### src/rtl/gate_bist_if.sv
// Host/gate-side bundle for the gate BIST controller.
// master = environment (host + gate model), slave = controller.
interface gate_bist_if #(
  parameter int CNT_W = 4
);
  logic             start;
  logic             abort;
  logic             gate_a;
  logic             gate_b;
  logic             gate_y;
  logic             busy;
  logic             done;
  logic             pass;
  logic [CNT_W-1:0] err_count;
  logic             fail_valid;
  logic [1:0]       fail_vec;

  modport master (
    output start, abort, gate_y,
    input  gate_a, gate_b, busy, done, pass, err_count, fail_valid, fail_vec
  );

  modport slave (
    input  start, abort, gate_y,
    output gate_a, gate_b, busy, done, pass, err_count, fail_valid, fail_vec
  );
endinterface

### src/rtl/gate_bist_controller.sv
// BIST sequencer for a 2-input gate: sweeps {a,b} = 00..11, samples gate_y after a
// settle time and scores it against TRUTH_TABLE.
//
// state  | meaning
// IDLE   | drives low, waiting for start
// SETTLE | vector held, settle timer counting down; gate_y scored on terminal count
// CHECK  | vector held one more cycle, then advance to the next vector / pass
// DONE   | done pulse and pass reported with the final vector still held; drives drop on exit
module gate_bist_controller #(
  parameter logic [3:0] TRUTH_TABLE   = 4'b0001,
  parameter int         SETTLE_CYCLES = 2,
  parameter int         PASSES        = 1,
  parameter int         CNT_W         = 4
) (
  input  logic        clk,
  input  logic        rst_n,
  gate_bist_if.slave  bus
);

  localparam int TMR_W = (SETTLE_CYCLES > 1) ? $clog2(SETTLE_CYCLES) : 1;
  localparam int PC_W  = (PASSES > 1) ? $clog2(PASSES) : 1;
  localparam logic [TMR_W-1:0] TMR_LOAD = TMR_W'(SETTLE_CYCLES - 1);
  localparam logic [PC_W-1:0]  PC_LAST  = PC_W'(PASSES - 1);

  typedef enum logic [1:0] {
    S_IDLE,
    S_SETTLE,
    S_CHECK,
    S_DONE
  } state_t;

  state_t           state;
  logic [1:0]       vec;
  logic [PC_W-1:0]  pass_cnt;
  logic [TMR_W-1:0] tmr;
  logic             gate_a_q;
  logic             gate_b_q;
  logic             busy_q;
  logic             done_q;
  logic             pass_q;
  logic [CNT_W-1:0] err_q;
  logic             fail_valid_q;
  logic [1:0]       fail_vec_q;

  logic             mismatch;
  logic             last_vec;
  logic [CNT_W-1:0] err_next;
  logic [1:0]       vec_next;

  assign mismatch = (bus.gate_y != TRUTH_TABLE[vec]);
  assign last_vec = (vec == 2'b11) && (pass_cnt == PC_LAST);
  assign vec_next = vec + 2'd1;
  // Saturate rather than wrap so a heavily broken gate never reads as clean.
  assign err_next = (mismatch && (err_q != {CNT_W{1'b1}})) ? err_q + CNT_W'(1) : err_q;

  always_ff @(posedge clk or negedge rst_n) begin
    if (!rst_n) begin
      state        <= S_IDLE;
      vec          <= 2'b00;
      pass_cnt     <= '0;
      tmr          <= '0;
      gate_a_q     <= 1'b0;
      gate_b_q     <= 1'b0;
      busy_q       <= 1'b0;
      done_q       <= 1'b0;
      pass_q       <= 1'b0;
      err_q        <= '0;
      fail_valid_q <= 1'b0;
      fail_vec_q   <= 2'b00;
    end else begin
      done_q <= 1'b0;
      if ((state != S_IDLE) && bus.abort) begin
        state    <= S_IDLE;
        gate_a_q <= 1'b0;
        gate_b_q <= 1'b0;
        busy_q   <= 1'b0;
        pass_q   <= 1'b0;
      end else begin
        case (state)
          S_IDLE: begin
            gate_a_q <= 1'b0;
            gate_b_q <= 1'b0;
            if (bus.start) begin
              pass_q       <= 1'b0;
              err_q        <= '0;
              fail_valid_q <= 1'b0;
              fail_vec_q   <= 2'b00;
              vec          <= 2'b00;
              pass_cnt     <= '0;
              tmr          <= TMR_LOAD;
              busy_q       <= 1'b1;
              state        <= S_SETTLE;
            end
          end
          S_SETTLE: begin
            if (tmr == '0) begin
              err_q <= err_next;
              if (mismatch && !fail_valid_q) begin
                fail_valid_q <= 1'b1;
                fail_vec_q   <= vec;
              end
              if (last_vec) begin
                done_q <= 1'b1;
                pass_q <= (err_next == '0);
                state  <= S_DONE;
              end else begin
                state <= S_CHECK;
              end
            end else begin
              tmr <= tmr - TMR_W'(1);
            end
          end
          S_CHECK: begin
            if (vec == 2'b11) begin
              pass_cnt <= pass_cnt + PC_W'(1);
            end
            vec      <= vec_next;
            gate_a_q <= vec_next[1];
            gate_b_q <= vec_next[0];
            tmr      <= TMR_LOAD;
            state    <= S_SETTLE;
          end
          S_DONE: begin
            gate_a_q <= 1'b0;
            gate_b_q <= 1'b0;
            busy_q   <= 1'b0;
            state    <= S_IDLE;
          end
          default: begin
            state <= S_IDLE;
          end
        endcase
      end
    end
  end

  assign bus.gate_a     = gate_a_q;
  assign bus.gate_b     = gate_b_q;
  assign bus.busy       = busy_q;
  assign bus.done       = done_q;
  assign bus.pass       = pass_q;
  assign bus.err_count  = err_q;
  assign bus.fail_valid = fail_valid_q;
  assign bus.fail_vec   = fail_vec_q;

endmodule
### src/flat_wrapper.sv
// flat-port wrapper written by rule: the top's interface ports become plain ports
module gate_bist_controller_flat 
#(
  parameter logic [3:0] TRUTH_TABLE   = 4'b0001,
  parameter int         SETTLE_CYCLES = 2,
  parameter int         PASSES        = 1,
  parameter int         CNT_W         = 4
)
  (clk, rst_n, bus_start, bus_abort, bus_gate_y, bus_gate_a, bus_gate_b, bus_busy, bus_done, bus_pass, bus_err_count, bus_fail_valid, bus_fail_vec);
  gate_bist_if #(.CNT_W(CNT_W)) bus_i ();
  input  logic clk;
  input  logic rst_n;
  input wire logic [$bits(bus_i.start)-1:0] bus_start;
  input wire logic [$bits(bus_i.abort)-1:0] bus_abort;
  input wire logic [$bits(bus_i.gate_y)-1:0] bus_gate_y;
  output wire logic [$bits(bus_i.gate_a)-1:0] bus_gate_a;
  output wire logic [$bits(bus_i.gate_b)-1:0] bus_gate_b;
  output wire logic [$bits(bus_i.busy)-1:0] bus_busy;
  output wire logic [$bits(bus_i.done)-1:0] bus_done;
  output wire logic [$bits(bus_i.pass)-1:0] bus_pass;
  output wire logic [$bits(bus_i.err_count)-1:0] bus_err_count;
  output wire logic [$bits(bus_i.fail_valid)-1:0] bus_fail_valid;
  output wire logic [$bits(bus_i.fail_vec)-1:0] bus_fail_vec;
  assign bus_i.start = bus_start;
  assign bus_i.abort = bus_abort;
  assign bus_i.gate_y = bus_gate_y;
  assign bus_gate_a = bus_i.gate_a;
  assign bus_gate_b = bus_i.gate_b;
  assign bus_busy = bus_i.busy;
  assign bus_done = bus_i.done;
  assign bus_pass = bus_i.pass;
  assign bus_err_count = bus_i.err_count;
  assign bus_fail_valid = bus_i.fail_valid;
  assign bus_fail_vec = bus_i.fail_vec;
  gate_bist_controller #(.TRUTH_TABLE(TRUTH_TABLE), .SETTLE_CYCLES(SETTLE_CYCLES), .PASSES(PASSES), .CNT_W(CNT_W)) u_core (.clk(clk), .rst_n(rst_n), .bus(bus_i));
endmodule
### config.mk
export PLATFORM = sky130hd
export DESIGN_NAME = gate_bist_controller_flat
export DESIGN_NICKNAME = d
export VERILOG_FILES = /design/src/rtl/gate_bist_if.sv /design/src/rtl/gate_bist_controller.sv /design/src/flat_wrapper.sv
export SDC_FILE = /design/constraint.sdc
export NUM_CORES = 1
export LEC_CHECK = 0
export BUFFER_PORTS_ARGS = -buffer_cell sky130_fd_sc_hd__buf_2
export CELL_PAD_IN_SITES_DETAIL_PLACEMENT = 0
export CELL_PAD_IN_SITES_GLOBAL_PLACEMENT = 1
export CORE_ASPECT_RATIO = 1.2
export CORE_MARGIN = 2
export CORE_UTILIZATION = 42
export CTS_BUF_LIST = sky130_fd_sc_hd__clkbuf_8 sky130_fd_sc_hd__clkbuf_16
export CTS_CLUSTER_SIZE = 10
export DETAILED_ROUTE_END_ITERATION = 12
export PLACE_DENSITY_LB_ADDON = 0.1
export SYNTH_ARGS = -nofsm -noshare
export SYNTH_HDL_FRONTEND = slang
export SYNTH_SLANG_ARGS = --single-unit
### constraint.sdc
create_clock -name clk -period 2.1 [get_ports clk]
set_clock_uncertainty 0.15 [all_clocks]
set_input_delay 0.105 -clock clk [delete_from_list [all_inputs] [get_ports clk]]
set_output_delay 0.105 -clock clk [all_outputs]
set_load 0.02 [all_outputs]
* After elaboration in Yosys (flattened, before gate mapping)
Cells that the tools add are included.
** Storage, ports and cells
- Latch bits :: 0
- Memories :: 0
- Memory bits (read-only) :: 0
- Bits in writable memories :: 0
- Bits in registers :: 18
- Output and inout port bits :: 12
** Operators by class
- Mux-type cells :: 39
- Shift-type cells :: 0
- Div/mod/pow operators :: 0
- Equal/unequal tests :: 13
- $add $sub $neg :: 4
- $lt $le $gt $ge :: 1
- Reductions and logical operators :: 23
- Multipliers :: 0
- Bitwise logic cells :: 2
** Operator list (number)
- $mux W1 :: 18
- $mux W2 :: 6
- $mux W4 :: 3
- $pmux W1 S2 :: 6
- $reduce_and A4 Y1 :: 3
- $reduce_bool A3 Y1 :: 4
- $pmux W2 S2 :: 2
- $pmux W2 S4 :: 1
- $pmux W4 S2 :: 1
- $eq A2 B2 Y1 const B :: 3
- $reduce_and A3 Y1 :: 2
- $reduce_bool A2 Y1 :: 3
- $reduce_and A5 Y1 :: 1
- $add A4 B1 Y4 const B :: 1
- $logic_and A1 B1 Y1 :: 4
- $logic_not A4 Y1 :: 1
- $ne A2 B1 Y1 const B :: 2
- $ne A2 B2 Y1 const B :: 2
- $ne A4 B4 Y1 const B :: 1
- $reduce_and A2 Y1 :: 2
- $lt A2 B3 Y1 const B :: 1
- $ne A3 B1 Y1 const B :: 1
- $ne A3 B2 Y1 const B :: 1
- $ne A3 B3 Y1 const B :: 1
- other kinds (11) :: 12

* Depth between registers and ports, before layout
Gate-level depths: netlist of the first run.
- Word-level depth :: 10
- Depth in mapped cells :: 7
- Gate-level depth less buffers :: 6

* Worst setup path after synthesis of the first run
Ideal clock, no wire load.
- Kind :: reg-to-reg
- Start :: register u_core.vec[0]
- End :: register u_core.err_q[1], in the netlist u_core.bus.err_count[1]
- Arrival time :: 1.496 ns
- Setup slack :: 0.371 ns
- Period minus slack after synthesis :: 1.729 ns
- Stages on the path, launching flop included :: 7
- Buffers on the path :: 0
- Setup time :: 0.082 ns
- Required time :: 1.868 ns
- Cell sequence :: dfrtp_1 inv_1 ha_1 xnor2_1 a31oi_2 o31a_1 o22ai_1
** Between the ends
- Cells in the longest elaborated chain, start to end :: 7
** Ends and longest elaborated chain
- start, declared :: RTL line gate_bist_controller.sv:33 : logic [1:0] vec;
- start signal, assigned :: RTL line gate_bist_controller.sv:117 : vec <= vec_next;
- $bmux W1 S2 :: RTL line gate_bist_controller.sv:50 : assign mismatch = (bus.gate_y != TRUTH_TABLE[vec]);
- $mux W1 (implied by the code) :: RTL line gate_bist_controller.sv:50
- $ne A1 B1 Y1 :: RTL line gate_bist_controller.sv:50
- $logic_and A1 B1 Y1 :: RTL line gate_bist_controller.sv:54 : assign err_next = (mismatch && (err_q != {CNT_W{1'b1}})) ? err_q + CNT_W'(1) : err_q;
- $mux W4 :: RTL line gate_bist_controller.sv:54
- $mux W4 :: RTL line gate_bist_controller.sv:96 : if (tmr == '0) begin
- $pmux W4 S2 :: RTL line gate_bist_controller.sv:79 : case (state)
- end signal, assigned :: RTL line gate_bist_controller.sv:97 : err_q <= err_next;
- end, declared :: RTL line gate_bist_controller.sv:41 : logic [CNT_W-1:0] err_q;
No other way between the ends. The select of a mux whose other input is x is not followed.
A chain may end at the register's enable or synchronous reset.

* Final worst setup path of the first run
- Start :: register u_core.state[1]
- End :: register u_core.fail_vec_q[1], in the netlist u_core.bus.fail_vec[1]
** Between the ends
- Cells in the longest elaborated chain, start to end :: 4
- Elaborated cells on any way between the ends :: 11
** Ends and longest elaborated chain
- start, declared :: RTL line gate_bist_controller.sv:32 : state_t state;
- start signal, assigned :: RTL line gate_bist_controller.sv:58 : state <= S_IDLE;
- start signal, assigned :: RTL line gate_bist_controller.sv:73 : state <= S_IDLE;
- start signal, assigned :: RTL line gate_bist_controller.sv:92 : state <= S_SETTLE;
- parallel branches: the longest is 4 deep, another holds $reduce_and A5 Y1
- end signal, assigned :: RTL line gate_bist_controller.sv:100 : fail_vec_q <= vec;
- end, declared :: RTL line gate_bist_controller.sv:43 : logic [1:0] fail_vec_q;
Parallel ways; which one is timed is not known.

==> flow_metrics.py, run 1 <==
metrics = {
    "drt": {
        "first_iter_violations": 40,
        "dr.pass1.iters": 4,
        "vias": 967,
        "drc_errors": 0,
        "wl_per_cell_um": 14.5,
        "vias_per_cell": 5.46,
        "routed_wl_um": 2560,
        "postRouteAntennaNets": 0,
    },
    "setup_path": {
        "cp_max_fo": 9,
        "path_cells": "inv_1, ha_1, nor2b_1, a32o_1, nand2_1, a22o_1",
        "crit_path_start_kind": "flip-flop",
        "worst-endpoint-arrival_ns": 1.96,
        "endpoint": "u_core.bus.fail_vec[1]$_DFFE_PN0P_",
        "required_ns": 2.09,
        "cp_slowest_cell": "dfrtp_1",
        "r2r_start": "u_core.state[1]$_DFFE_PN0P_",
        "worstSetupEndpointType": "flip-flop",
        "reg2reg_slack_ns": 0.13,
        "crit_type": "reg2reg",
        "slowest_delay_ns": 0.43,
        "startpoint": "u_core.state[1]$_DFFE_PN0P_",
        "r2r_cells": 6,
        "r2r_end": "u_core.bus.fail_vec[1]$_DFFE_PN0P_",
    },
    "global_route": {
        "grt_start_max_net_pins": 19,
        "antenna_found_initial": 0,
        "grt_use_total_pct": 19.0,
        "grt_pass1_vias": 924,
        "grt_pass1_wl_um": 4330,
        "grt_overflow": 0,
    },
    "timing": {
        "tightest_slew_ns": 0.412,
        "maxSlewHeadroom_pct": 72.5,
        "finalSetupViolations": 0,
        "fin_setup_tns_ns": 0,
        "period_share_pct": 93.9,
        "rsz0062_at_grt": "no",
        "fin_hold_ws_ns": 0.0852,
        "clock.fmax_mhz": 507,
        "layout_min_cycle_time_ns": 1.97,
        "finalHoldViolations": 0,
        "drv_slew": 0,
    },
    "synth": {
        "syn-cell-area_um2": 1110,
        "synth_top_area_cell": "dfrtp_1",
        "ys_ff_latch": 18,
        "synth_top_cell_area_share_pct": 40.6,
        "synthArstFlopShare_pct": 100,
        "synth_most_common_cell": "dfrtp_1",
        "ys_top_cells_by_area": "dfrtp_1, ha_1, a21oi_1",
        "synth_flop_cell": "dfrtp_1",
        "ys_seq_area_share_pct": 40.6,
        "yosysWarningCount": 0,
        "yosys-top-cells-count": "dfrtp_1, a21oi_1, nor2_1, o21ai_0, ha_1",
        "synth.avg_cell_area_um2": 9.25,
        "yosysUniqueCellTypes": 30,
        "synth_enable_flop_cells": 0,
        "synth_cells": 120,
        "synth_nets": 134,
    },
    "cts": {
        "cts.reportedPaths.clkPinSlew_ns": 0.07,
        "cts_sinks": 18,
        "root_buffer": "clkbuf_8",
        "cts_max_level": 1,
        "cts_buffers": 3,
        "ctsLongestPathBuffers": 2,
        "clk_latency_ns": 0.25,
        "cts_tree": "yes",
    },
    "power": {
        "power.switching_mw": 0.862,
        "p_comb_share_pct": 55.7,
        "power.density_nw_per_um2": 1440,
        "p_int_mw": 1.05,
        "p_leak_nw": 0.628,
        "seqPwrFrac_pct": 29.3,
        "power_frac_clock_pct": 15.0,
        "vdd_drop_max_v": 0.000741,
        "switching_share_pct": 45.2,
    },
    "place": {
        "port_buffers": 16,
        "gp_congestion": 0.779,
        "dp_hpwl_um": 1970,
    },
    "run_status": {
        "status": "complete, no violations",
    },
    "job": {
        "max_cap_violations": 0,
    },
    "layout": {
        "layout.area.seq_um2": 450,
        "drive_gt1_share_pct": 20.1,
        "antennaDiodeCount": 0,
        "nFillCells": 232,
        "area_growth_pct": 19.7,
        "nets": 159,
        "multi_input_area_um2": 622,
    },
    "die": {
        "core_area_um2": 2530,
        "die-area_um2": 3070,
        "fp.dieH_um": 60.3,
        "die_w_um": 50.9,
        "start_util_pct": 43.9,
        "ios": 17,
        "rows": 20,
    },
    "hold_path": {
        "min_path_type": "in2reg",
    },
}
layout by cell type (no fill, tap or decap), drive strengths merged:
cell,instances
a211oi,1
a21oi,10
a22o,4
a31oi,2
a32o,1
and3,2
buf,20
clkbuf,4
dfrtp,18
dlygate4sd3,2
ha,9
inv,8
mux2i,2
nand2,8
nand2b,5
nand3,3
nand4,2
nor2,10
nor2b,4
nor3,5
nor4b,2
o211a,1
o21a,1
o21ai,10
o22ai,1
o31a,2
o31ai,5
xnor2,1
xor2,1
power groups by stage:
stage	Sequential, mW	Combinational (mW)	Clock (mW)
floorplan	0.620	0.674	0
global placement	0.558	1.05	0
detailed placement	0.567	1.05	0
CTS	0.560	1.06	0.293
global route	0.577	1.19	0.299
finish	0.559	1.06	0.285
registers in the layout, indices dropped and copies added (netlist names), 2 cells and up:
signal / count
u_core.bus.err_count: 4
u_core.bus.fail_vec: 2
u_core.state: 2
u_core.vec: 2
cell type report:
class / count / area share [%]
Sequential cell: 18 / 33.9
Clock buffer: 4 / 4.14
Multi-Input combinational cell: 92 / 46.8
Timing Repair Buffer: 22 / 9.79
Tap cell: 33 / 3.11
Inverter: 8 / 2.26
routing by layer:
layer,track usage [%],vias to the layer above,share of wire (%)
met4,7.72,0,1.3
met3,3.25,4,3.6
met1,23.9,457,45
met2,32.5,25,50
li1,-,481,-
met5,0,-,0
through the flow:
stage | std cells | worst slack, ns | util, % | instance area (µm²) | total power, mW
after floorplan | 120 | 0.371 | - | 1110 | 1.29
after global placement | 171 | 0.152 | 49.5 | 1250 | 1.61
after detailed placement | 171 | 0.121 | 49.5 | 1250 | 1.62
after CTS | 177 | 0.0982 | 52.5 | 1330 | 1.92
after global routing | 177 | 0.00524 | 52.6 | 1330 | 2.06
final | 177 | 0.128 | 52.6 | 1330 | 1.91
worst max-delay path: cells and delay by family (launching register included):
kind | cells | cell delay [ns]
fa+ha+maj | 1 | 0.33
compound gates | 2 | 0.46
buf+inv | 1 | 0.12
simple gates | 2 | 0.37
flops | 1 | 0.43
worst min-delay path by stage:
stage / cells after the start / slack [ns] / endpoint / from
5_1_grt: 3 / 0.13 / u_core.state[0]$_DFFE_PN0P_ / bus_abort
3_5_place_dp: 1 / -0.09 / u_core.bus.done$_DFF_PN0_ / rst_n
2_1_floorplan: 0 / -0.34 / u_core.bus.busy$_DFFE_PN0P_ / rst_n
4_1_cts: 4 / 0.08 / u_core.state[1]$_DFFE_PN0P_ / bus_abort
6_report: 4 / 0.09 / u_core.state[1]$_DFFE_PN0P_ / bus_abort
3_3_place_gp: 1 / -0.08 / u_core.bus.err_count[1]$_DFFE_PN0P_ / rst_n
timing repair:
item,4_1_cts,5_1_grt
buffers inserted,0,0
hold buffers,2,0
hold endpoints to repair,19,0
resized for setup,0,1
endpoints found under the setup margin,0,2
cells by family (layout without fill, tap and decap cells):
group           after synthesis  after routing  synth area share, %
fa+ha+maj                     9              9                 10.1
flops                        18             18                 40.6
mux                           2              2                 1.80
compound gates               38             38                 22.5
buf+inv                      10             34                 3.61
xor+xnor                      2              2                 1.58
simple gates                 41             41                 19.7
No activity file was read; power rests on OpenSTA's default activity.
==> inputs of run 2 (changes only) <==
TNS_END_PERCENT = 100   (was default)
clock period = 1.9 ns   (was 2.1 ns; I/O delays follow)
==> flow_metrics.py, run 2 (same netlist as run 1, synthesis figures left out) <==
metrics = {
    "hold_path": {
        "min_path_type": "in2reg",
        "hold_depth": 4,
        "holdPathEnd": "u_core.state[1]$_DFFE_PN0P_",
        "min-delay-start": "bus_abort",
    },
    "timing": {
        "fin_setup_tns_ns": 0,
        "finalSetupViolations": 0,
        "period_share_pct": 93.0,
        "fin_hold_ws_ns": 0.0852,
        "clock.fmax_mhz": 566,
        "layout_min_cycle_time_ns": 1.77,
        "finalHoldViolations": 0,
        "maxSlewHeadroom_pct": 71.8,
        "tightest_slew_ns": 0.422,
        "rsz0062_at_grt": "no",
        "drv_slew": 0,
    },
    "drt": {
        "routed_wl_um": 2650,
        "first_iter_violations": 21,
        "wl_per_cell_um": 14.6,
        "drc_errors": 0,
        "vias": 990,
        "dr.pass1.iters": 4,
        "vias_per_cell": 5.47,
        "postRouteAntennaNets": 0,
    },
    "power": {
        "power.density_nw_per_um2": 1620,
        "p_leak_nw": 0.657,
        "design_power_total_mw": 2.27,
        "vdd_drop_max_v": 0.000914,
    },
    "die": {
        "core_area_um2": 2530,
        "fp.dieH_um": 60.3,
        "start_util_pct": 43.9,
        "die-area_um2": 3070,
        "ios": 17,
        "die_w_um": 50.9,
        "rows": 20,
    },
    "layout": {
        "layout_common_cells": "dfrtp_1, buf_2, nor2_1, a21oi_1, o21ai_0",
        "antennaDiodeCount": 0,
        "nFillCells": 246,
        "layout.area.seq_um2": 450,
        "nets": 163,
        "final_area_um2": 1400,
        "largest_register_ff_count": 4,
        "multi_input_area_um2": 664,
        "drive_gt1_share_pct": 28.4,
        "layout_commonest_cell": "dfrtp_1",
        "area_growth_pct": 26.3,
        "final_cell_count_no_fill": 181,
    },
    "cts": {
        "root_buffer": "clkbuf_8",
        "cts_buffers": 3,
        "cts_sinks": 18,
        "cts.reportedPaths.clkPinSlew_ns": 0.07,
        "clk_latency_ns": 0.25,
        "cts_max_level": 1,
        "cts_setup_buffers": 0,
        "cts_tree": "yes",
        "ctsLongestPathBuffers": 2,
    },
    "setup_path": {
        "r2r_end": "u_core.bus.pass$_DFFE_PN0P_",
        "r2r_cells": 7,
        "slowest_delay_ns": 0.40,
        "cp_slowest_cell": "dfrtp_1",
        "worstSetupEndpointType": "flip-flop",
        "r2r_start": "u_core.vec[1]$_DFFE_PN0P_",
        "required_ns": 1.90,
        "crit_path_start_kind": "flip-flop",
        "path_cells": "inv_2, ha_4, xnor2_1, buf_4, nor4b_1, nor3_1, o31ai_1",
        "crit_type": "reg2reg",
        "worst-endpoint-arrival_ns": 1.77,
        "reg2reg_slack_ns": 0.13,
        "cp_max_fo": 5,
    },
    "run_status": {
        "status": "complete, no violations",
    },
    "global_route": {
        "grt_overflow": 0,
        "grt_use_total_pct": 19.7,
        "antenna_found_initial": 0,
        "grt_start_max_net_pins": 19,
        "grt_pass1_wl_um": 4490,
        "grt_pass1_vias": 919,
    },
    "place": {
        "numPlacedInstances": 175,
        "port_buffers": 16,
        "gp_congestion": 0.858,
        "placed_area_um2": 1280,
        "dp_hpwl_um": 2070,
    },
    "job": {
        "max_cap_violations": 0,
    },
}
## run 2: how the worst max path moves through the flow
stage | from | endpoint | slack, ns | cells after the start
2_1_floorplan | u_core.vec[0]$_DFFE_PN0P_ | u_core.bus.err_count[1]$_DFFE_PN0P_ | 0.17 | 6
3_3_place_gp | u_core.state[0]$_DFFE_PN0P_ | u_core.bus.err_count[1]$_DFFE_PN0P_ | 0.05 | 6
3_5_place_dp | u_core.state[0]$_DFFE_PN0P_ | u_core.bus.err_count[1]$_DFFE_PN0P_ | -0.02 | 6
4_1_cts | u_core.vec[1]$_DFFE_PN0P_ | u_core.bus.pass$_DFFE_PN0P_ | 0.04 | 7
5_1_grt | u_core.vec[1]$_DFFE_PN0P_ | u_core.bus.err_count[3]$_DFFE_PN0P_ | 0.02 | 7
6_report | u_core.vec[1]$_DFFE_PN0P_ | u_core.bus.pass$_DFFE_PN0P_ | 0.13 | 7
## run 2: timing repair
| item | in CTS | in global routing |
|---|---|---|
| pin swaps | 0 | 2 |
| hold buffers | 2 | 0 |
| endpoints found under the hold margin | 19 | 0 |
| resized for setup | 1 | 12 |
| endpoints found under the setup margin | 2 | 7 |
## run 2: through the flow
stage | setup slack (ns) | utilization (%)
after detailed placement | -0.0243 | 50.7
after global placement | 0.0505 | 50.7
after CTS | 0.0390 | 53.8
final | 0.132 | 55.4
after global routing | 0.0157 | 55.4
after floorplan | 0.171 | -
## run 2: power breakdown
| part | internal, mW | switching (mW) |
|---|---|---|
| clock network | 0.184 | 0.127 |
| registers | 0.502 | 0.113 |
| logic | 0.590 | 0.752 |
## run 2: per-layer routing
metal  wire [µm]  share of wire (%)  track usage [%]
met1        1220                 46             25.8
met4           8               0.30             4.63
met2        1350                 51             34.3
met5           0                  0                0
met3          78                2.9             3.00
## run 2: final cells by class
type                    instances  area share [%]
multi-input cells              92            47.4
clock buffers                   4            3.93
repair buffers                 26            11.4
flip-flops and latches         18            32.1
well taps                      33            2.95
inverters                       8            2.14
## run 2: critical path: cells and delay by family, from the launching register on
kind,cells,cell delay [ns]
compound gates,1,0.22
xor+xnor,1,0.12
buf+inv,2,0.23
fa+ha+maj,1,0.17
simple gates,2,0.39
flops,1,0.40
==> inputs of run 3 (changes only) <==
--- a/config.mk
+++ b/config.mk
@@ -14,3 +14,2 @@
 export CTS_BUF_LIST = sky130_fd_sc_hd__clkbuf_8 sky130_fd_sc_hd__clkbuf_16
-export CTS_CLUSTER_SIZE = 10
 export DETAILED_ROUTE_END_ITERATION = 12
==> constraint.sdc (replaced) <==
create_clock -name clk -period 1.9 [get_ports clk]
set_clock_uncertainty 0.15 [all_clocks]
set_input_delay 0.19 -clock clk [delete_from_list [all_inputs] [get_ports clk]]
set_output_delay 0.19 -clock clk [all_outputs]
set_load 0.02 [all_outputs]
==> flow_metrics.py, run 3 (same netlist as run 1, synthesis figures left out) <==
metrics = {
    "timing": {
        "clock.fmax_mhz": 566,
        "finalHoldViolations": 0,
        "finalSetupViolations": 0,
        "layout_min_cycle_time_ns": 1.77,
        "fin_hold_ws_ns": 0.0757,
        "rsz0062_at_grt": "no",
        "period_share_pct": 93.0,
        "maxSlewHeadroom_pct": 71.8,
        "tightest_slew_ns": 0.422,
        "setup_ws_ns": 0.132,
        "drv_slew": 0,
    },
    "setup_path": {
        "cp_max_fo": 5,
        "cp_slowest_cell": "dfrtp_1",
        "crit_path_start_kind": "flip-flop",
        "required_ns": 1.90,
        "critPathBufInv": 2,
        "worst-endpoint-arrival_ns": 1.77,
        "cp_top_family": "flip-flops",
        "worstSetupEndpointType": "flip-flop",
        "crit_type": "reg2reg",
        "slowest_delay_ns": 0.40,
        "path_cells": "inv_2, ha_4, xnor2_1, buf_4, nor4b_1, nor3_1, o31ai_1",
    },
    "layout": {
        "antennaDiodeCount": 0,
        "nFillCells": 246,
        "area_growth_pct": 25.4,
        "drive_gt1_share_pct": 28.6,
        "layout_common_cells": "dfrtp_1, buf_2, nor2_1, a21oi_1, o21ai_0",
        "nets": 162,
        "final_area_um2": 1390,
        "layout_commonest_cell": "dfrtp_1",
        "largest_register_ff_count": 4,
    },
    "die": {
        "core_area_um2": 2530,
        "ios": 17,
        "die_w_um": 50.9,
        "rows": 20,
        "fp.dieH_um": 60.3,
        "start_util_pct": 43.9,
        "die-area_um2": 3070,
    },
    "power": {
        "p_int_mw": 1.27,
        "vdd_drop_max_v": 0.000914,
        "switching_share_pct": 43.8,
        "p_leak_nw": 0.653,
        "power.density_nw_per_um2": 1630,
        "power.switching_mw": 0.992,
        "power_frac_clock_pct": 13.7,
        "seqPwrFrac_pct": 27.2,
        "p_comb_share_pct": 59.1,
    },
    "cts": {
        "ctsLongestPathBuffers": 2,
        "cts.reportedPaths.clkPinSlew_ns": 0.07,
        "root_buffer": "clkbuf_8",
        "cts_sinks": 18,
        "cts_tree": "yes",
        "cts_max_level": 1,
        "cts_buffers": 3,
        "clk_latency_ns": 0.25,
        "cts_setup_buffers": 0,
    },
    "global_route": {
        "grt_pass1_wl_um": 4490,
        "grt_use_total_pct": 19.7,
        "antenna_found_initial": 0,
        "grt_start_max_net_pins": 19,
        "grt_overflow": 0,
        "grt_pass1_vias": 919,
    },
    "drt": {
        "postRouteAntennaNets": 0,
        "vias_per_cell": 5.48,
        "drc_errors": 0,
        "dr.pass1.iters": 4,
        "first_iter_violations": 21,
        "vias": 986,
        "routed_wl_um": 2650,
        "wl_per_cell_um": 14.7,
    },
    "run_status": {
        "status": "complete, no violations",
    },
    "place": {
        "placed_area_um2": 1280,
        "port_buffers": 16,
        "dp_hpwl_um": 2070,
        "gp_congestion": 0.858,
        "dpl_worst_slack_ns": -0.0243,
    },
    "hold_path": {
        "min_path_type": "in2reg",
    },
    "job": {
        "max_cap_violations": 0,
    },
}
[run 3: cell count changes in the layout (fill, tap and decap cells not counted)]
cell / previous run / this run
dlygate4sd3_1: 2 / 1
[run 3: layer usage]
layer	vias up	wire, µm	GRT usage (%)	share of wire (%)
li1	488	-	-	-
met1	474	1220	25.8	46
met2	22	1350	34.3	51
met3	2	80	3.00	3.0
met4	0	8	4.63	0.30
met5	-	0	0	0
[run 3: cell type report]
cell class / instances / area, µm² / share of cell area, %
clock buffer: 4 / 55.1 / 3.96
inverter: 8 / 30.0 / 2.16
multi-input combinational: 92 / 664 / 47.8
sequential: 18 / 450 / 32.4
tap: 33 / 41.3 / 2.97
timing repair buffer: 25 / 150 / 10.8
[run 3: path summary, 6_finish.rpt]
path | from | to | slack (ns) | depth (start not counted)
max in group asynchronous | rst_n | u_core.bus.gate_b$_DFFE_PN0P_ | 1.06 | 2
min in group asynchronous | rst_n | u_core.bus.err_count[0]$_DFFE_PN0P_ | 0.25 | 2
worst min register to register | u_core.bus.fail_vec[0]$_DFFE_PN0P_ | u_core.bus.fail_vec[0]$_DFFE_PN0P_ | 0.35 | 1
worst max register to register | u_core.vec[1]$_DFFE_PN0P_ | u_core.bus.pass$_DFFE_PN0P_ | 0.13 | 7
worst min-delay path | bus_start | u_core.state[1]$_DFFE_PN0P_ | 0.08 | 2
worst max-delay path | u_core.vec[1]$_DFFE_PN0P_ | u_core.bus.pass$_DFFE_PN0P_ | 0.13 | 7
[run 3: repair_timing]
item                       4_1_cts  5_1_grt
hold buffers                     1        0
setup endpoints to repair        2        7
pin swaps                        0        2
gates resized for setup          1       12
hold endpoints to repair        18        0
[run 3: per-stage QoR]
stage | total power, mW | instances | utilization (%) | TNS (ns)
floorplan | 1.43 | 120 | - | 0
global placement | 1.83 | 175 | 50.7 | 0
detailed placement | 1.84 | 175 | 50.7 | -0.0372
CTS | 2.17 | 180 | 53.4 | 0
global route | 2.47 | 180 | 55.0 | 0
finish | 2.27 | 180 | 55.0 | 0
[run 3: power groups by stage]
stage	clock [mW]	combinational, mW	sequential, mW
2_1_floorplan	0	0.745	0.686
3_3_place_gp	0	1.23	0.607
3_5_place_dp	0	1.23	0.617
4_1_cts	0.319	1.24	0.609
5_1_grt	0.342	1.49	0.635
6_report	0.311	1.34	0.615
